File: config.mk
export PLATFORM = sky130hd
export DESIGN_NAME = job_seq_unpack
export DESIGN_NICKNAME = d
export VERILOG_FILES = /design/src/rtl/job_seq_unpack_pkg.sv /design/src/rtl/job_seq_unpack_skid.sv /design/src/rtl/job_seq_unpack.sv
export SDC_FILE = /design/constraint.sdc
export NUM_CORES = 1
export LEC_CHECK = 0
export ABC_AREA = 1
export BUFFER_PORTS_ARGS = -buffer_cell sky130_fd_sc_hd__clkbuf_2
export CAP_MARGIN = 30
export CORE_UTILIZATION = 62
export CTS_BUF_LIST = sky130_fd_sc_hd__clkbuf_8 sky130_fd_sc_hd__clkbuf_16
export DETAILED_ROUTE_END_ITERATION = 10
export HOLD_SLACK_MARGIN = 0.08
export PLACE_DENSITY_LB_ADDON = 0.15
export SLEW_MARGIN = 15
export SYNTH_ARGS = -nofsm -noshare
export SYNTH_HDL_FRONTEND = slang
export SYNTH_HIERARCHICAL = 1
export SYNTH_SLANG_ARGS = --single-unit
File: constraint.sdc
create_clock -name clk -period 7.1 [get_ports clk]
set_input_delay 1.42 -clock clk [delete_from_list [all_inputs] [get_ports clk]]
set_output_delay 1.42 -clock clk [all_outputs]
set_load 0.02 [all_outputs]
File: src/rtl/job_seq_unpack_pkg.sv
// Shared field layout of the packed 64-bit sequence word,
// error encodings and skid-buffer state encoding.
package job_seq_unpack_pkg;

    localparam int SEQ_VALID_BIT     = 0;
    localparam int SEQ_DELIM_BIT     = 1;
    localparam int SEQ_EOJ_BIT       = 2;
    localparam int SEQ_OVL_BIT       = 3;
    localparam int SEQ_RSVD_LSB      = 4;
    localparam int SEQ_RSVD_W        = 4;
    localparam int SEQ_OVL_LEN_LSB   = 8;
    localparam int SEQ_OVL_LEN_W     = 8;
    localparam int SEQ_LIT_LEN_LSB   = 16;
    localparam int SEQ_LIT_LEN_W     = 16;
    localparam int SEQ_OFFSET_LSB    = 32;
    localparam int SEQ_OFFSET_W      = 24;
    localparam int SEQ_MATCH_LEN_LSB = 56;
    localparam int SEQ_MATCH_LEN_W   = 8;

    typedef enum logic [1:0] {
        ERR_NONE     = 2'd0,
        ERR_INVALID  = 2'd1,
        ERR_RESERVED = 2'd2,
        ERR_DELIM    = 2'd3
    } err_code_t;

    typedef enum logic [1:0] {
        SB_EMPTY = 2'd0,
        SB_ONE   = 2'd1,
        SB_TWO   = 2'd2
    } sb_state_t;

endpackage

File: src/rtl/job_seq_unpack_skid.sv
// Two-entry valid/ready skid buffer: registered output plus
// one skid slot, so in_ready never depends on out_ready.
module seq_skid_buf
    import job_seq_unpack_pkg::*;
#(
    parameter int W = 8
) (
    input  logic         clk,
    input  logic         rst,
    input  logic         in_valid,
    input  logic [W-1:0] in_data,
    output logic         in_ready,
    output logic         out_valid,
    input  logic         out_ready,
    output logic [W-1:0] out_data
);

    sb_state_t    state;
    sb_state_t    state_nxt;
    logic [W-1:0] skid;
    logic         push;
    logic         pop;
    logic         load_out;
    logic         load_skid;
    logic         use_skid;

    assign push = in_valid && in_ready;
    assign pop  = out_valid && out_ready;

    // State register and registered in_ready (low only when both slots full)
    always_ff @(posedge clk) begin
        if (rst) begin
            state    <= SB_EMPTY;
            in_ready <= 1'b1;
        end else begin
            state    <= state_nxt;
            in_ready <= (state_nxt != SB_TWO);
        end
    end

    // Next-state: occupancy follows push/pop
    always_comb begin
        state_nxt = state;
        unique case (state)
            SB_EMPTY: if (push) state_nxt = SB_ONE;
            SB_ONE: begin
                if (push && !pop)      state_nxt = SB_TWO;
                else if (!push && pop) state_nxt = SB_EMPTY;
            end
            SB_TWO:   if (pop) state_nxt = SB_ONE;
            default:  state_nxt = SB_EMPTY;
        endcase
    end

    // Output decode: which data register loads from where
    always_comb begin
        out_valid = (state != SB_EMPTY);
        load_out  = 1'b0;
        load_skid = 1'b0;
        use_skid  = 1'b0;
        unique case (state)
            SB_EMPTY: load_out = push;
            SB_ONE: begin
                load_skid = push && !pop;
                load_out  = push && pop;
            end
            SB_TWO: begin
                load_out = pop;
                use_skid = pop;
            end
            default: ;
        endcase
    end

    // Data registers; output only changes on load, so it holds under stall
    always_ff @(posedge clk) begin
        if (rst) begin
            out_data <= '0;
            skid     <= '0;
        end else begin
            if (load_out)  out_data <= use_skid ? skid : in_data;
            if (load_skid) skid     <= in_data;
        end
    end

endmodule

File: src/rtl/job_seq_unpack.sv
// Sequence word unpacker: field decode, job cursor tracking,
// sticky error capture, skid-buffered output.
module job_seq_unpack
    import job_seq_unpack_pkg::*;
#(
    parameter int POS_WIDTH = 24,
    parameter int CNT_WIDTH = 16
) (
    input  logic                 clk,
    input  logic                 rst,
    input  logic                 in_valid,
    input  logic [63:0]          in_seq,
    output logic                 in_ready,
    output logic                 out_valid,
    input  logic                 out_ready,
    output logic [15:0]          out_lit_len,
    output logic [7:0]           out_match_len,
    output logic [23:0]          out_offset,
    output logic                 out_has_overlap,
    output logic [7:0]           out_overlap_len,
    output logic [POS_WIDTH-1:0] out_pos,
    output logic [CNT_WIDTH-1:0] out_seq_idx,
    output logic                 out_end_of_job,
    output logic                 out_delim,
    output logic                 err,
    output logic [1:0]           err_code
);

    localparam int PW = 59 + POS_WIDTH + CNT_WIDTH;

    logic [SEQ_LIT_LEN_W-1:0]   lit_len;
    logic [SEQ_MATCH_LEN_W-1:0] match_len;
    logic [SEQ_OFFSET_W-1:0]    offset;
    logic [SEQ_OVL_LEN_W-1:0]   ovl_len;
    logic [SEQ_RSVD_W-1:0]      rsvd;
    logic                       vbit;
    logic                       delim;
    logic                       eoj;
    logic                       ovl;

    logic                 accept;
    logic                 good;
    logic [1:0]           code;
    logic [POS_WIDTH-1:0] cur_pos;
    logic [CNT_WIDTH-1:0] cur_idx;
    logic [PW-1:0]        push_data;
    logic [PW-1:0]        buf_data;

    assign vbit      = in_seq[SEQ_VALID_BIT];
    assign delim     = in_seq[SEQ_DELIM_BIT];
    assign eoj       = in_seq[SEQ_EOJ_BIT];
    assign ovl       = in_seq[SEQ_OVL_BIT];
    assign rsvd      = in_seq[SEQ_RSVD_LSB +: SEQ_RSVD_W];
    assign ovl_len   = in_seq[SEQ_OVL_LEN_LSB +: SEQ_OVL_LEN_W];
    assign lit_len   = in_seq[SEQ_LIT_LEN_LSB +: SEQ_LIT_LEN_W];
    assign offset    = in_seq[SEQ_OFFSET_LSB +: SEQ_OFFSET_W];
    assign match_len = in_seq[SEQ_MATCH_LEN_LSB +: SEQ_MATCH_LEN_W];

    assign accept = in_valid && in_ready;
    assign good   = accept && vbit;

    // Classify the incoming word; lower code wins when several apply
    always_comb begin
        code = ERR_NONE;
        if (!vbit)
            code = ERR_INVALID;
        else if (rsvd != '0)
            code = ERR_RESERVED;
        else if (delim && !eoj)
            code = ERR_DELIM;
    end

    // A delim is only meaningful on a job's last word
    assign push_data = {lit_len, match_len, offset, ovl, ovl_len,
                        cur_pos, cur_idx, eoj, delim && eoj};

    // Job cursor: advance per good word, rewind after end_of_job
    always_ff @(posedge clk) begin
        if (rst) begin
            cur_pos <= '0;
            cur_idx <= '0;
        end else if (good) begin
            if (eoj) begin
                cur_pos <= '0;
                cur_idx <= '0;
            end else begin
                cur_pos <= cur_pos + POS_WIDTH'(lit_len)
                                   + POS_WIDTH'(match_len);
                if (cur_idx != '1)
                    cur_idx <= cur_idx + 1'b1;
            end
        end
    end

    // Sticky error; code captured only on the first error
    always_ff @(posedge clk) begin
        if (rst) begin
            err      <= 1'b0;
            err_code <= ERR_NONE;
        end else if (accept && code != ERR_NONE && !err) begin
            err      <= 1'b1;
            err_code <= code;
        end
    end

    seq_skid_buf #(.W(PW)) u_skid (
        .clk      (clk),
        .rst      (rst),
        .in_valid (in_valid && vbit),
        .in_data  (push_data),
        .in_ready (in_ready),
        .out_valid(out_valid),
        .out_ready(out_ready),
        .out_data (buf_data)
    );

    assign {out_lit_len, out_match_len, out_offset, out_has_overlap,
            out_overlap_len, out_pos, out_seq_idx, out_end_of_job,
            out_delim} = buf_data;

endmodule

# Word-level counts from Yosys, hierarchy flattened
# Index checks and enable logic that the tools add are counted.
[totals]
reg_bits = 244
input_bits = 68
out_inout_bits = 104
wordCells = 52
[op_classes]
addsub = 3
n_eq_ne = 4
muxes = 15
reduce_logical = 22
[op_table]
columns = ["operator", "count"]
rows = [
  ["two-way mux 99 bit", 1],
  ["two-way mux 16 bit", 2],
  ["adder 24 x 16 -> 24 bit", 1],
  ["adder 24 x 8 -> 24 bit", 1],
  ["two-way mux 24 bit", 1],
  ["adder 16 x 1 -> 16 bit (second input constant)", 1],
  ["!= test 16 bit (second input constant)", 1],
  ["two-way mux 2 bit", 7],
  ["logical AND 1 bit", 12],
  ["one-hot mux 2 bit (3 select lines)", 1],
  ["nonzero test 2 bit", 3],
  ["logical NOT 1 bit", 4],
  ["nonzero test 4 bit", 1],
  ["one-hot mux 1 bit (3 select lines)", 1],
  ["equality test 2 x 1 -> 1 bit (second input constant)", 1],
  ["equality test 2 bit (second input constant)", 1],
  ["logical NOT 2 bit", 1],
  ["two-way mux 1 bit", 2],
  ["!= test 2 bit (second input constant)", 1],
  ["AND reduction 2 bit", 1],
]

# Longest topological paths before layout
[depth]
ltp_word = 8
mapped_depth = 13
depth_no_buf = 13

# Modules after synthesis
# Netlist, hierarchy kept.
[modules_own_cells]
columns = ["module", "n_inst", "cells_per_inst", "area_per_inst_um2", "seq_area_each_um2"]
rows = [
  ["seq_skid_buf", 1, 1415, 9022.4, 4023.9],
  ["job_seq_unpack", 1, 508, 3294.4, 860.8],
]

# Worst setup path before layout
# OpenSTA, ideal clock, no wires.
[synth_path]
path_type = "input-to-reg"
start = "input port in_seq[17]"
end = "register cur_pos[9]"
setup_time_ns = 0.132
arrival_time_ns = 3.287
setup_slack_ns = 3.680
stages = 10
path_buffers = 0
path_cell_list = "fa_1 > ha_1 > fa_1 > nand3_1 > nand3_1 > nand2_1 > nand3b_1 > or2_2 > nand3_1 > a21oi_1"
[synth_between]
elab_chain_len = 3
[synth_lines]
columns = ["item", "line", "text"]
rows = [
  ["from (decl)", "job_seq_unpack.sv:12", "input logic [63:0] in_seq,"],
  ["adder 24 x 16 -> 24 bit", "job_seq_unpack.sv:87", "cur_pos <= cur_pos + POS_WIDTH'(lit_len)"],
  ["adder 24 x 8 -> 24 bit", "job_seq_unpack.sv:88", "+ POS_WIDTH'(match_len);"],
  ["two-way mux 24 bit", "job_seq_unpack.sv:83", "if (eoj) begin"],
  ["to (signal assigned)", "job_seq_unpack.sv:87", ""],
  ["to (decl)", "job_seq_unpack.sv:44", "logic [POS_WIDTH-1:0] cur_pos;"],
]
# Every way passes these cells.
# A chain may end at the register's enable or synchronous reset.

# Final worst setup path
# Ends and elaborated chain as after synthesis.

==> impl_metrics.env <==
export IMPL_min_path_cells=2
export IMPL_p_total_mw=3.35
export IMPL_via_per_inst=5.35
export IMPL_skew_ps=6.96
export IMPL_clock_sinks=244
export IMPL_antenna_found_initial=0
export IMPL_ys_ff_latch=244
export IMPL_io_buffers=171
export IMPL_sw_frac_of_total_pct=28.7
export IMPL_cts_clk_slew_worst_paths_ps=60
export IMPL_critPathCaptureType="flop"
export IMPL_cp_max_fo=5
export IMPL_hp_start="u_skid/skid[85]"
export IMPL_routabilityCongestion=0.897
export IMPL_insertion_delay_ps=520
export IMPL_r2r_end="cur_pos[9]"
export IMPL_synth_edf_count=0
export IMPL_synth_nets=2025
export IMPL_synth_area_leaders="dfxtp_1, nand2_1, nand3_1, nor2_1, a21oi_1"
export IMPL_max_vdd_ir_drop_mv=0.212
export IMPL_ys_warn_count=6
export IMPL_initial_utilization_pct=63.3
export IMPL_fin_util_pct=72.6
export IMPL_dpl_hpwl_um=20600
export IMPL_synth_ff_type="dfxtp_1"
export IMPL_synthTopCellsByCount="nand2_1, nor2_1, dfxtp_1"
export IMPL_cts_max_path_buffers=3
export IMPL_worst_pin_slew_ps=885
export IMPL_grt_first_pass_wirelength_um=53800
export IMPL_reg2reg_depth=10
export IMPL_period_minus_slack_ps=3270
export IMPL_layout_nets=2129
export IMPL_netlist_area_leader_share_pct=39.7
export IMPL_synth_area_um2=12300
export IMPL_tritoncts="done"
export IMPL_min_period_over_period_pct=46.0
export IMPL_synth_most_common_cell="nand2_1"
export IMPL_maxSlewHeadroom_pct=41.0
export IMPL_setup_tns_ps=0
export IMPL_drt_antenna_violating_nets=0
export IMPL_stdcell_count=2307
export IMPL_synth_area_per_cell_um2=6.40
export IMPL_grt_max_degree=106
export IMPL_pre_cts_slack_ps=3310
export IMPL_synth_top_family_by_area="simple AND/OR/NAND/NOR gates"
export IMPL_place_area_um2=13300
export IMPL_num_rows=51
export IMPL_grt_pass1_vias=11700
export IMPL_worstSetupPathType="in2reg"
export IMPL_status="completed"
export IMPL_hold_buffers=0
export IMPL_power_density_nw_per_um2=237
export IMPL_max_cap_violations=0
export IMPL_yosys_area_top_type="dfxtp_1"
export IMPL_fillCellCount=1633
export IMPL_syn_instance_count=1923
export IMPL_track_usage_pct=31.9
export IMPL_fin_ws_ps=3830
export IMPL_p_comb_share_pct=17.2
export IMPL_r2r_slack_ps=4490
export IMPL_min_to="u_skid/skid[85]"
export IMPL_die_w_um=143
export IMPL_die_height_um=143
export IMPL_yosys_area_share_simple_pct=40.4
export IMPL_yosysUniqueCellTypes=35
export IMPL_arrival_ps=3640
export IMPL_fmax_ghz=0.306
export IMPL_core_um2=19500
export IMPL_drc=0
export IMPL_cts_resized=0
export IMPL_crit_path_start_kind="primary input"
export IMPL_p_clk_share_pct=38.7
export IMPL_yosysSeqAreaShare_pct=39.7
export IMPL_ios=172
export IMPL_dp_cells=2263
export IMPL_p_seq_share_pct=44.1
export IMPL_synth_mux_area_share_pct=0
export IMPL_synth_xor_area_share_pct=0.284
export IMPL_dieArea_um2=20400
export IMPL_r2r_start="cur_pos[1]"
export IMPL_dr_first_iter_drc_count=932
export IMPL_hold_violations=0
export IMPL_yosys_area_share_adder_pct=4.00
export IMPL_diodes=0
export IMPL_wire_per_inst_um=13.9
export IMPL_rsz0062_at_grt="no"
export IMPL_vias=12400
export IMPL_intPower_mw=2.39
export IMPL_min_path_type="reg2reg"
export IMPL_cts_setup_buffers=0
export IMPL_p_switching_uw=962
export IMPL_synth_compound_area_share_pct=6.69
export IMPL_dr_pass1_iters=6
export IMPL_layout_drive_gt1_share_pct=12.6
export IMPL_finalSetupViolCount=0
export IMPL_totalWireLength_um=32000
export IMPL_holdWs_ps=460
export IMPL_post_route_cell_area_um2=14100
export IMPL_ys_async_sr_fraction_pct=0
export IMPL_cts_buffers=26
export IMPL_grt_overflow=0
export IMPL_cp_required_ps=7470
export IMPL_maxSlewViolCount=0
export IMPL_area_delta_synth_final_pct=14.8
export IMPL_htree_levels=1
export IMPL_cts_root_buf="clkbuf_16"
export IMPL_leakage_nw=6.81
==> layout make-up <==
class                   instances  area (um2)  area share [%]
clock buffers                  32         744            5.27
clock inverters                11        72.6           0.513
inverters                     167         631            4.46
multi-input cells            1400        6360            45.0
flip-flops and latches        244        4880            34.6
well taps                     265         332            2.35
repair buffers                188        1110            7.86
==> kinds of logic after synthesis <==
family,count (synthesis)
AO/OA/AOI/OAI,161
AND/OR/NAND/NOR,1201
XOR/XNOR,4
buffers and inverters,279
flip-flops,244
adder cells (fa/ha/maj),34
==> cells in the final DEF, fill, tap and decap left out, types with 2 or more instances in the layout <==
cell,count
inv_2,6
nand4_1,9
nor3_1,10
inv_1,165
ha_1,25
o21ai_0,9
nand2_4,3
and2_1,3
nand2_2,3
nand3b_1,5
buf_12,5
fa_1,9
nand3_4,2
buf_16,3
or2_2,7
clkinv_2,5
dfxtp_1,244
nand3_1,243
a21oi_2,2
buf_4,11
xor2_1,4
clkbuf_8,5
nand2_1,658
clkbuf_2,169
clkbuf_16,27
nor2_4,6
nor2_1,248
a21oi_1,145
==> registers in the layout, summed over array words and instances (netlist names) <==
name / cells
u_skid/out_data: 99
u_skid/skid: 99
cur_pos: 24
cur_idx: 16
err_code: 2
u_skid/state: 2
err: 1
u_skid/in_ready: 1
==> worst max-delay path by stage <==
stage,from,end,slack [ps]
2_1_floorplan,in_seq[17],cur_pos[9],3680
3_3_place_gp,in_seq[0],u_skid/out_data[67],3190
3_5_place_dp,in_seq[17],cur_pos[9],3310
4_1_cts,in_seq[17],cur_pos[9],3860
5_1_grt,in_seq[17],cur_pos[9],3710
6_report,in_seq[17],cur_pos[9],3830
==> layer usage <==
layer / global-route usage (%) / wire, um / vias to the layer above
met2: 58.0 / 15700 / 434
met5: 0 / 0 / -
met4: 9.79 / 726 / 0
met1: 38.9 / 13500 / 5634
li1: - / - / 6225
met3: 4.09 / 2040 / 57
==> power by group through the flow <==
stage | clock [mW] | sequential, mW | combinational (mW)
4_1_cts | 1.31 | 1.48 | 0.573
6_report | 1.30 | 1.48 | 0.576
5_1_grt | 1.38 | 1.48 | 0.647
3_5_place_dp | 0 | 1.51 | 0.567
2_1_floorplan | 0 | 1.57 | 0.330
3_3_place_gp | 0 | 1.50 | 0.548
==> critical path, cell delays in order <==
cell,delay [ps]
clkbuf_2,120
fa_1,480
ha_1,240
fa_1,430
nand3_1,110
nand3_1,190
nand2_1,110
nand3b_1,110
or2_2,290
nand3_1,70
a21oi_1,60
No activity file was read; power rests on OpenSTA's default activity.
